--- src/rtl/ps2_ascii2scan.sv ---
// ps2_ascii2scan: turns one ASCII character into the PS/2 set-2 make/break
// byte sequence a US-layout keyboard would send (caps lock off), emitted one
// byte per strobe with a configurable idle gap between bytes.
// Optional feature: define PS2_ASCII2SCAN_EXT_EN to map bytes with bit 7 set
// onto E0-prefixed extended-key sequences; otherwise those bytes are dropped.
module ps2_ascii2scan #(
    parameter int GAP = 2
) (
    input  logic       clk,
    input  logic       rst,
    input  logic       ascii_code_new,
    input  logic [7:0] ascii_code,
    input  logic       ps2_tx_busy,
    output logic       ps2_code_new,
    output logic [7:0] ps2_code,
    output logic       busy,
    output logic       ascii_drop
);

    localparam int CW = (GAP > 1) ? $clog2(GAP) : 1;

    typedef enum logic [1:0] {S_IDLE, S_LOOKUP, S_EMIT, S_GAP} state_t;
    typedef enum logic [1:0] {C_NONE, C_PLAIN, C_SHIFT, C_EXT} cls_t;

    state_t          state, state_next;
    cls_t            cls_q, lk_cls;
    logic            new_q;
    logic [7:0]      char_q;
    logic [7:0]      code_q;
    logic [7:0]      lk_code;
    logic [9:0]      lk;
    logic [2:0]      idx;
    logic [2:0]      last_idx;
    logic [CW-1:0]   cnt;
    logic [7:0]      hold_q;
    logic [7:0]      cur_byte;
    logic            drop_q;
    logic            edge_det;
    logic            accept;
    logic            strobe;
    logic            gap_done;

    // Set-2 make codes for a..z, indexed by letter offset.
    function automatic logic [7:0] letter_code(input logic [4:0] i);
        logic [7:0] r;
        case (i)
            5'd0:  r = 8'h1C;  5'd1:  r = 8'h32;  5'd2:  r = 8'h21;
            5'd3:  r = 8'h23;  5'd4:  r = 8'h24;  5'd5:  r = 8'h2B;
            5'd6:  r = 8'h34;  5'd7:  r = 8'h33;  5'd8:  r = 8'h43;
            5'd9:  r = 8'h3B;  5'd10: r = 8'h42;  5'd11: r = 8'h4B;
            5'd12: r = 8'h3A;  5'd13: r = 8'h31;  5'd14: r = 8'h44;
            5'd15: r = 8'h4D;  5'd16: r = 8'h15;  5'd17: r = 8'h2D;
            5'd18: r = 8'h1B;  5'd19: r = 8'h2C;  5'd20: r = 8'h3C;
            5'd21: r = 8'h2A;  5'd22: r = 8'h1D;  5'd23: r = 8'h22;
            5'd24: r = 8'h35;  5'd25: r = 8'h1A;
            default: r = 8'h00;
        endcase
        return r;
    endfunction

    // Set-2 make codes for the digit row 0..9.
    function automatic logic [7:0] digit_code(input logic [3:0] i);
        logic [7:0] r;
        case (i)
            4'd0: r = 8'h45;  4'd1: r = 8'h16;  4'd2: r = 8'h1E;
            4'd3: r = 8'h26;  4'd4: r = 8'h25;  4'd5: r = 8'h2E;
            4'd6: r = 8'h36;  4'd7: r = 8'h3D;  4'd8: r = 8'h3E;
            4'd9: r = 8'h46;
            default: r = 8'h00;
        endcase
        return r;
    endfunction

    // Full character map: returns {class, make code}.
    function automatic logic [9:0] lookup(input logic [7:0] c);
        logic [9:0] r;
        logic [7:0] off;
        r = {C_NONE, 8'h00};
        off = 8'h00;
        if (c >= 8'h61 && c <= 8'h7A) begin
            off = c - 8'h61;
            r = {C_PLAIN, letter_code(off[4:0])};
        end else if (c >= 8'h41 && c <= 8'h5A) begin
            off = c - 8'h41;
            r = {C_SHIFT, letter_code(off[4:0])};
        end else if (c >= 8'h30 && c <= 8'h39) begin
            off = c - 8'h30;
            r = {C_PLAIN, digit_code(off[3:0])};
        end else begin
            case (c)
                8'h1B: r = {C_PLAIN, 8'h76};  // ESC
                8'h08: r = {C_PLAIN, 8'h66};  // backspace
                8'h0D: r = {C_PLAIN, 8'h5A};  // enter
                8'h20: r = {C_PLAIN, 8'h29};  // space
                8'h27: r = {C_PLAIN, 8'h52};  // '
                8'h2C: r = {C_PLAIN, 8'h41};  // ,
                8'h2D: r = {C_PLAIN, 8'h4E};  // -
                8'h2E: r = {C_PLAIN, 8'h49};  // .
                8'h2F: r = {C_PLAIN, 8'h4A};  // /
                8'h3B: r = {C_PLAIN, 8'h4C};  // ;
                8'h3D: r = {C_PLAIN, 8'h55};  // =
                8'h5B: r = {C_PLAIN, 8'h54};  // [
                8'h5C: r = {C_PLAIN, 8'h5D};  // backslash
                8'h5D: r = {C_PLAIN, 8'h5B};  // ]
                8'h60: r = {C_PLAIN, 8'h0E};  // `
                8'h21: r = {C_SHIFT, 8'h16};  // !
                8'h22: r = {C_SHIFT, 8'h52};  // "
                8'h23: r = {C_SHIFT, 8'h26};  // #
                8'h24: r = {C_SHIFT, 8'h25};  // $
                8'h25: r = {C_SHIFT, 8'h2E};  // %
                8'h26: r = {C_SHIFT, 8'h3D};  // &
                8'h28: r = {C_SHIFT, 8'h46};  // (
                8'h29: r = {C_SHIFT, 8'h45};  // )
                8'h2A: r = {C_SHIFT, 8'h3E};  // *
                8'h2B: r = {C_SHIFT, 8'h55};  // +
                8'h3A: r = {C_SHIFT, 8'h4C};  // :
                8'h3C: r = {C_SHIFT, 8'h41};  // <
                8'h3E: r = {C_SHIFT, 8'h49};  // >
                8'h3F: r = {C_SHIFT, 8'h4A};  // ?
                8'h40: r = {C_SHIFT, 8'h1E};  // @
                8'h5E: r = {C_SHIFT, 8'h36};  // ^
                8'h5F: r = {C_SHIFT, 8'h4E};  // _
                8'h7B: r = {C_SHIFT, 8'h54};  // {
                8'h7C: r = {C_SHIFT, 8'h5D};  // |
                8'h7D: r = {C_SHIFT, 8'h5B};  // }
                8'h7E: r = {C_SHIFT, 8'h0E};  // ~
                default: r = {C_NONE, 8'h00};
            endcase
`ifdef PS2_ASCII2SCAN_EXT_EN
            if (c[7]) r = {C_EXT, 1'b0, c[6:0]};
`endif
        end
        return r;
    endfunction

    // Request edge detection, gating and strobe qualification.
    always_comb begin
        lk       = lookup(char_q);
        lk_cls   = cls_t'(lk[9:8]);
        lk_code  = lk[7:0];
        edge_det = ascii_code_new & ~new_q;
        accept   = edge_det & (state == S_IDLE);
        strobe   = (state == S_EMIT) & ~ps2_tx_busy & ~rst;
        gap_done = (state == S_GAP) && (int'(cnt) >= GAP - 1);
    end

    // Byte to emit at the current position and the position of the last byte.
    always_comb begin
        cur_byte = 8'h00;
        last_idx = 3'd0;
        case (cls_q)
            C_PLAIN: begin
                last_idx = 3'd2;
                cur_byte = (idx == 3'd1) ? 8'hF0 : code_q;
            end
            C_SHIFT: begin
                last_idx = 3'd5;
                case (idx)
                    3'd0, 3'd5: cur_byte = 8'h12;
                    3'd1, 3'd3: cur_byte = code_q;
                    default:    cur_byte = 8'hF0;
                endcase
            end
`ifdef PS2_ASCII2SCAN_EXT_EN
            C_EXT: begin
                last_idx = 3'd4;
                case (idx)
                    3'd0, 3'd2: cur_byte = 8'hE0;
                    3'd1, 3'd4: cur_byte = code_q;
                    default:    cur_byte = 8'hF0;
                endcase
            end
`endif
            default: begin
                last_idx = 3'd0;
                cur_byte = 8'h00;
            end
        endcase
    end

    // State register.
    always_ff @(posedge clk) begin
        if (rst) state <= S_IDLE;
        else     state <= state_next;
    end

    // Next-state logic.
    always_comb begin
        state_next = state;
        case (state)
            S_IDLE:   if (accept) state_next = S_LOOKUP;
            S_LOOKUP: state_next = (lk_cls == C_NONE) ? S_IDLE : S_EMIT;
            S_EMIT:   if (!ps2_tx_busy) state_next = S_GAP;
            S_GAP:    if (gap_done) state_next = (idx == last_idx) ? S_IDLE : S_EMIT;
            default:  state_next = S_IDLE;
        endcase
    end

    // Datapath: latched character, lookup result, byte position, gap counter.
    always_ff @(posedge clk) begin
        if (rst) begin
            new_q  <= 1'b1;
            char_q <= 8'h00;
            code_q <= 8'h00;
            cls_q  <= C_NONE;
            idx    <= 3'd0;
            cnt    <= '0;
            hold_q <= 8'h00;
            drop_q <= 1'b0;
        end else begin
            new_q  <= ascii_code_new;
            drop_q <= (state == S_LOOKUP) && (lk_cls == C_NONE);
            cnt    <= ((state == S_GAP) && !gap_done) ? cnt + CW'(1) : '0;
            if (accept) char_q <= ascii_code;
            if (state == S_LOOKUP) begin
                code_q <= lk_code;
                cls_q  <= lk_cls;
                idx    <= 3'd0;
            end
            if (strobe) hold_q <= cur_byte;
            if (gap_done && idx != last_idx) idx <= idx + 3'd1;
        end
    end

    // Outputs: strobe and byte are live in the EMIT cycle, byte holds afterwards.
    always_comb begin
        ps2_code_new = strobe;
        ps2_code     = strobe ? cur_byte : hold_q;
        busy         = (state != S_IDLE);
        ascii_drop   = drop_q | (edge_det & (state != S_IDLE) & ~rst);
    end

endmodule
--- config.mk ---
export PLATFORM = sky130hd
export DESIGN_NAME = ps2_ascii2scan
export DESIGN_NICKNAME = d
export VERILOG_FILES = /design/src/rtl/ps2_ascii2scan.sv
export SDC_FILE = /design/constraint.sdc
export NUM_CORES = 1
export LEC_CHECK = 0
export CORE_MARGIN = 4
export CORE_UTILIZATION = 35
export DETAILED_ROUTE_END_ITERATION = 8
export DONT_BUFFER_PORTS = 1
export GPL_ROUTABILITY_DRIVEN = 0
export PLACE_DENSITY = 0.6
export SYNTH_ARGS = -nofsm -noshare
export SYNTH_HDL_FRONTEND = slang
export SYNTH_SLANG_ARGS = --single-unit
--- constraint.sdc ---
create_clock -name clk -period 8.95 [get_ports clk]
set_clock_uncertainty 0.2 [all_clocks]
set_input_delay 2.2375 -clock clk [delete_from_list [all_inputs] [get_ports clk]]
set_output_delay 2.2375 -clock clk [all_outputs]
set_load 0.1 [all_outputs]
### Yosys cells after proc, flatten, opt, wreduce, memory -nomap -nowiden

Memory sizes are Yosys's and may differ from the RTL's. A register that Yosys moved wholly into a read port is not among the register bits.
Cells that the tools add are included.

* flip-flop bits (word level): 34
* bits in read-only memories: 1712
* input bits: 12
* word-level logic and storage cells: 85
* memories: 4

* add/subtract/negate cells: 5
* magnitude comparators: 7
* equality and inequality tests: 13
* multiplexer cells: 19
* bitwise logic cells: 11
* reduce and logical (&&, ||, !) cells: 17

Memories
* (no name shown): depth 128, bits a word 9, read ports 1, clocked after memory_dff 1, write ports 0, RTL line 90 `case (c)`
* (no name shown): depth 32, bits a word 7, read ports 1, clocked after memory_dff 0, write ports 0, RTL line 46 `case (i)`
* (no name shown): depth 32, bits a word 7, read ports 1, clocked after memory_dff 0, write ports 0, RTL line 46
* (no name shown): depth 16, bits a word 7, read ports 1, clocked after memory_dff 0, write ports 0, RTL line 64 `case (i)`

Operators with widths (number)
* $mux 10: 4
* $pmux 8 s2: 2
* $ge 8x7->1 const B: 2
* $le 8x7->1 const B: 2
* $mux 8: 2
* $mux 7: 2
* $mux 2: 5
* $sub 5x1->5 const B: 2
* $ge 8x6->1 const B: 1
* $le 8x6->1 const B: 1
* $pmux 2 s4: 1
* $logic_and 1x1->1: 7
* $and 1x1->1: 6
* $eq 2x2->1 const B: 3
* $mux 3: 2
* $ne 2x2->1 const B: 3
* $pmux 3 s2: 1
* $reduce_or 2->1: 3
* $eq 2x1->1 const B: 2
* $logic_not 2->1: 2
* $not 1->1: 4
* $reduce_bool 2->1: 2
* $sub 4x1->4 const B: 1
* $add 3x1->3 const B: 1
* 11 further kinds: 11

### Logic depth before layout (Yosys ltp)

* word-level depth: 8
* mapped depth: 15

### Worst setup path after synthesis

OpenSTA, ideal clock, no wires.

* kind: input to output
* start point: in rst
* end point: out ps2_code[4]
* arrival: 6.198 ns
* data required time: 6.513 ns
* slack: 0.315 ns
* stages: 4
* path through: clkbuf_1 -> or3_1 -> clkbuf_1 -> o41ai_1

* longest elaborated chain between the ends: 3

RTL lines
* start, declared: RTL line 10 `input logic rst,`
* $not 1->1: RTL line 143 `strobe = (state == S_EMIT) & ~ps2_tx_busy & ~rst;`
* $and 1x1->1: RTL line 143
* $mux 8
* end, declared: RTL line 15 `output logic [7:0] ps2_code,`

Every way passes these cells.

### Worst setup path in the final report

* start point: in ps2_tx_busy
* end point: out ps2_code[5]

* longest elaborated chain between the ends: 4

RTL lines
* start, declared: RTL line 13 `input logic ps2_tx_busy,`
* $not 1->1: RTL line 143
* $and 1x1->1 (2 in a row): RTL line 143
* $mux 8

Every way passes these cells.

==> summary.txt <==
Drt
  – DR WL/cell: 17.8 microns
  – Routed vias: 3800
  – Initial DRC Count: 265
  – Post-route ant nets: 0
  – Via density per instance: 5.91
  – # DRC: 0
  – Routed WL: 11400 microns
  – Initial DRT Pass Iterations: 5

Layout
  – Fin nets: 535
  – Layout cells sized above 1: 0.0980
  – Most frequent cells in the layout: 49 x dfxtp_1, 43 x nand2_1, 42 x a21oi_1
  – Final core occ: 0.373
  – Ant diodes: 0
  – Most common cell after layout, fill and taps aside: dfxtp_1
  – Synthesis-to-layout area growth: 3.83%

Global route
  – Gr busiest metal: met2
  – Met1 usage: 0.226
  – Met2 Use GR: 0.281
  – Grt total ovfl: 0
  – Antenna violations before repair: 0
  – First-pass GRT wire length: 18700 microns
  – M3 GR Usage: 0.0290
  – Vias in the first global route: 3653
  – All-Layer GR Usage: 0.172
  – Largest net degree at the start of global routing: 60

Place
  – I/O Buffers: 0
  – Detailed placement HPWL: 8500 microns
  – Place WS: 2.33 ns

Power
  – Switch Pwr: 156 uW
  – Seq pwr share: 0.451
  – Worst vdd ir: 0.0680 mV
  – Comb pwr share: 0.198
  – Internal Power: 369 uW
  – Power density cells: 123 nW/um^2
  – Overall power: 525 uW
  – Clock Power Share: 0.351
  – Switching Share: 0.297
  – LEAKAGE: 1.52 nW

Yosys
  – EDFF count, synth: 0
  – Mapped cell area: 4120 sq um
  – Flops & latches, synth: 49
  – Syn Nets: 563
  – YS warnings: 0
  – Post-Syn Instances: 527
  – Main flop type after synthesis: dfxtp_1
  – Syn avg cell area: 7.81 sq um
  – Yosys cell types: 86
  – Sequential share of the synthesized area: 0.238
  – Synth async-reset ratio: 0

Setup path
  – R2r setup slk: 5.19 ns
  – Max stage delay on crit path: 0.87 ns
  – RR Startpoint: state[0]
  – CP top delay family: compound AO/OA/AOI/OAI gates
  – Crit path buf inv count: 0
  – Critical path cell sequence: nand2b_1 -> or3_1 -> a211oi_1 -> a221o_1
  – Critical Path Source Type: primary input
  – Worst Path Arrival: 4.17 ns
  – Crit path max fanout: 13
  – Slowest-stage cell, CP: a221o_1
  – Worst setup path category: in2out
  – Worst Reg-to-Reg Cells: 11
  – Worst path required time: 6.51 ns
  – Crit. End Element: primary output

STA
  – Worst-Margin Slew: 1.06 ns
  – Fin crit period: 6.61 ns
  – Fin crit share: 0.738
  – Fin Setup TNS: 0 ns
  – Setup ws final: 2.34 ns
  – Fmax: 151 MHz
  – Final setup viols: 0
  – Slew margin rel.: 0.296
  – Fin. Hold Viols: 0
  – Final Max Tran Viols: 0
  – RSZ-0062 raised after global routing: no

Clock tree
  – Skew-Pair Late Insertion Delay: 0.29 ns
  – Clock sink count: 49
  – # Post-CTS Setup Buffers: 0
  – Number of H-tree levels: 2
  – CTS Buf Count: 5
  – Bufs on Longest Clock Path: 2
  – Hold buffers post-CTS: 0
  – CTS root buf: clkbuf_16
  – CTS clk-pin slew, worst paths: 0.07 ns
  – Resize count post-CTS: 0
  – CTS tree: done

Die
  – Core Region: 11500 sq um
  – Die X: 116 microns
  – Initial core utilization: 0.359
  – Die area: 13600 sq um
  – Die H: 116 microns
  – I/O pins: 23
  – Rows: 39

Hold path
  – Hold path cells: 2
  – Worst Hold Class: reg2reg
  – Hold Crit Start: cls_q[0]
  – Worst Hold End: cls_q[0]

Flow run
  – Total of max-cap violations: 0

Outcome
  – Outcome: complete, no violations
[worst min-delay path, stage by stage (launching register included)]
cell      delay [ns]
dfxtp_1         0.31
inv_1           0.08
a221oi_1        0.08
[cell usage after synthesis, types with 5 or more instances]
cell	instances	share of area
nor3_1	15	0.018
o211ai_1	6	0.011
o21ai_0	25	0.030
nand3_1	15	0.018
clkbuf_1	15	0.014
nand2b_1	15	0.023
xnor2_1	6	0.013
a22o_1	6	0.013
buf_6	5	0.014
nor3b_1	8	0.015
nor2_1	38	0.035
buf_2	8	0.0097
a211oi_1	15	0.027
nand3b_1	5	0.0091
or3_1	6	0.0091
nand2_1	43	0.039
mux2i_1	8	0.019
o21bai_1	6	0.011
o22ai_1	5	0.0076
ha_1	24	0.073
a21oi_1	42	0.051
nor2b_1	19	0.029
dfxtp_1	49	0.24
inv_1	30	0.027
o21ai_1	6	0.0073
[worst max-delay path by stage]
stage	startpoint	endpoint	slack, ns	depth (start not counted)
CTS	ps2_tx_busy	ps2_code[5]	2.32	4
finish	ps2_tx_busy	ps2_code[5]	2.34	4
global placement	ps2_tx_busy	ps2_code[5]	2.40	4
detailed placement	ps2_tx_busy	ps2_code[5]	2.33	4
global route	ps2_tx_busy	ps2_code[5]	2.24	4
floorplan	rst	ps2_code[4]	0.31	4
[routing by layer]
layer,wire [microns],share of wire
met1,5070,0.44
met4,371,0.032
met5,0,0
met3,808,0.071
met2,5170,0.45
[power groups by stage]
stage	sequential (mW)	clock, mW	combinational [mW]
finish	0.236	0.184	0.104
global route	0.238	0.198	0.114
CTS	0.236	0.190	0.103
detailed placement	0.241	0	0.102
global placement	0.241	0	0.101
floorplan	0.235	0	0.0934
[logic make-up (layout without fill, tap and decap cells)]
| group | Yosys count | in the layout | synth area share |
|---|---|---|---|
| flops | 49 | 49 | 0.238 |
| simple gates | 189 | 189 | 0.246 |
| xor+xnor | 10 | 10 | 0.0213 |
| compound gates | 168 | 168 | 0.290 |
| fa+ha+maj | 24 | 24 | 0.0729 |
| buf+inv | 72 | 45 | 0.0875 |
| mux | 15 | 15 | 0.0438 |
[cell type report]
| class | instances | area (sq um) |
|---|---|---|
| clock buffer | 6 | 129 |
| clock inverter | 2 | 13.8 |
| fill | 1175 | 7190 |
| multi-input combinational | 406 | 2800 |
| tap | 143 | 179 |
| timing repair buffer | 2 | 35.0 |
| inverter | 35 | 136 |
| sequential | 49 | 981 |
[metrics by stage]
stage               area (sq um)  hold slack [ns]  std cells
floorplan                   4120            0.255        527
CTS                         4280            0.314        643
finish                      4280            0.314        643
detailed placement          4130            0.294        635
global placement            4130            0.286        635
global route                4280            0.333        643
(Power assumes the default switching activity.)
==> RTL change: new RTL, same flow settings <==
Re-encode `state_t` (4 states) as one-hot, 4 bits wide.
--- a/src/rtl/ps2_ascii2scan.sv
+++ b/src/rtl/ps2_ascii2scan.sv
@@ -20,5 +20,5 @@
     localparam int CW = (GAP > 1) ? $clog2(GAP) : 1;
 
-    typedef enum logic [1:0] {S_IDLE, S_LOOKUP, S_EMIT, S_GAP} state_t;
+    typedef enum logic [3:0] {S_IDLE = 4'b0001, S_LOOKUP = 4'b0010, S_EMIT = 4'b0100, S_GAP = 4'b1000} state_t;
     typedef enum logic [1:0] {C_NONE, C_PLAIN, C_SHIFT, C_EXT} cls_t;
 
Formal check against the unedited RTL: same outputs for any inputs over 4 cycles, from zero or initial values and one cycle with rst high; so few cycles prove little.
==> RTL change against the original RTL <==
- final area decreased by 3.5%
- setup slack improved by 0.086 ns
- sequential cell count rose by 2
- synthesized area shrank 4.6%
- core utilization grew 0.46 points
- sequential share of layout area rose by 1.8 points
- power up 16%
- maximum frequency rose by 1.3%
- wire length is 5.3% lower
- critical path type unchanged
- critical endpoint is now ps2_code[6]
- largest power group unchanged
==> RTL change: results (changes against the original RTL) <==
stage;metric;value;unit;change
yosys;Ys Warns;0;;unchanged
worst_hold_path;Hold Crit Depth;2;;unchanged
setup_path;worst-case reg-to-reg path depth;10;;-1
setup_path;CP peak stage delay;0.85;ns;-0.02 ns
routing;routed vias/inst;5.931;;+0.36%
clock_network;clk root buf;clkbuf_16;;
place;Placed Instances;629;;-0.94%
worst_hold_path;Hold EP;code_q[2];;
power;Leakage;1.481;nW;-2.5%
finish;area of the multi-input gates;2649;µm²;-5.4%
finish;# fillers;1180;;+0.43%
setup_path;Critical Path AT;4.08;ns;-0.09 ns
global_routing;All-Layer GR Usage;16.68;%;-0.51 points
yosys;cell count after synthesis;519;;-1.5%
clock_network;Post-CTS Resized;0;;unchanged
routing;Initial DRT Pass Iterations;5;;unchanged
timing;Worst Max-Slew Pin Slew;1.047;ns;-0.01168 ns
clock_network;clock buffer depth;2;;unchanged
power;VDD IR-drop max;0.00007449;V;+9.6%
global_routing;first-pass GRT wire length;17780;µm;-4.7%
finish;nets;532;;-0.56%
global_routing;vias in the first global route;3389;;-7.2%
worst_hold_path;min-delay worst type;reg2reg;;
place;worst slack, placed;2.462;ns;+0.1328 ns
yosys;Seq/Total Area, Yosys;25.98;%;+2.2 points
finish;fin cells;637;;-0.93%
place;placed inst area;3968;µm²;-4.0%
global_routing;initial antenna violation count;0;;unchanged
global_routing;largest net degree at the start of global routing;49;;-18%
setup_path;worst r2r src;state[2];;
timing;Max Fclk;153.3;MHz;+1.3%
yosys;fraction of registers with async set/reset;0;%;unchanged
place;DP Wirelength;7896;µm;-7.1%
finish;diode count;0;;unchanged
setup_path;R2R setup slack;5.03;ns;-0.16 ns
yosys;top cells by area, synth;dfxtp_1 26%, ha_1 7.6%, a21oi_1 5.3%;;
clock_network;CTS clk-pin slew, worst paths;0.06;ns;
yosys;Yosys cell types;72;;-16%
yosys;top cell types by occurrence after synthesis;56 x nand2_1, 51 x dfxtp_1, 42 x a21oi_1;;
clock_network;Setup Buffers After CTS;0;;unchanged
timing;Min Hold Slack;0.2559;ns;-0.05835 ns
setup_path;crit-path max FO;48;;+35
yosys;Syn Nets;555;;-1.4%
routing;Initial DRC Count;338;;+28%
routing;WL per Instance;16.97;µm;-4.4%
worst_hold_path;Hold Crit Start;code_q[2];;
finish;fraction of layout cells with a size suffix above 1;7.445;%;-2.4 points
clock_network;clk_lat worst skew;0.29;ns;about the same
run_status;status;finished clean;;
==> RTL change: worst max-delay path by stage <==
| stage | startpoint | endpoint | slack, ns | depth (start not counted) |
|---|---|---|---|---|
| global route | rst | ps2_code[6] | 2.26 | 5 |
| detailed placement | rst | ps2_code[5] | 2.46 | 5 |
| floorplan | rst | ps2_code[5] | 2.67 | 6 |
| global placement | rst | ps2_code[6] | 2.57 | 5 |
| CTS | rst | ps2_code[5] | 2.46 | 5 |
| finish | rst | ps2_code[6] | 2.43 | 5 |
==> RTL change: metal layers <==
metal | part of all wire, % | GRT usage (%)
met5 | 0 | 0
met1 | 46 | 23.34
met2 | 45 | 26.11
met3 | 5.6 | 2.228
met4 | 2.5 | 6.255
==> RTL change: tightest hold or removal path: stages (launching register included) <==
cell and delay, ns:
dfxtp_1 0.31, nand2_1 0.05, a21oi_1 0.05
==> RTL change: report_power, final <==
| part | switching, mW | internal, mW |
|---|---|---|
| registers | 0.0125 | 0.239 |
| logic | 0.103 | 0.0520 |
| clock network | 0.0845 | 0.119 |
==> RTL change: layout make-up <==
| cell class | count | share of cell area (%) |
|---|---|---|
| clock inverters | 1 | 0.1819 |
| repair buffers | 3 | 0.5456 |
| well taps | 140 | 4.244 |
| flip-flops and latches | 51 | 24.73 |
| multi-input cells | 409 | 64.17 |
| clock buffers | 7 | 3.698 |
| inverters | 26 | 2.425 |
==> RTL change: kinds of logic after synthesis <==
logic type / after synthesis / synth area share (%)
compound gates: 161 / 28.02
simple gates: 208 / 27.57
fa+ha+maj: 24 / 7.641
xor+xnor: 7 / 1.560
buf+inv: 59 / 6.622
flops: 51 / 25.98
mux: 9 / 2.611
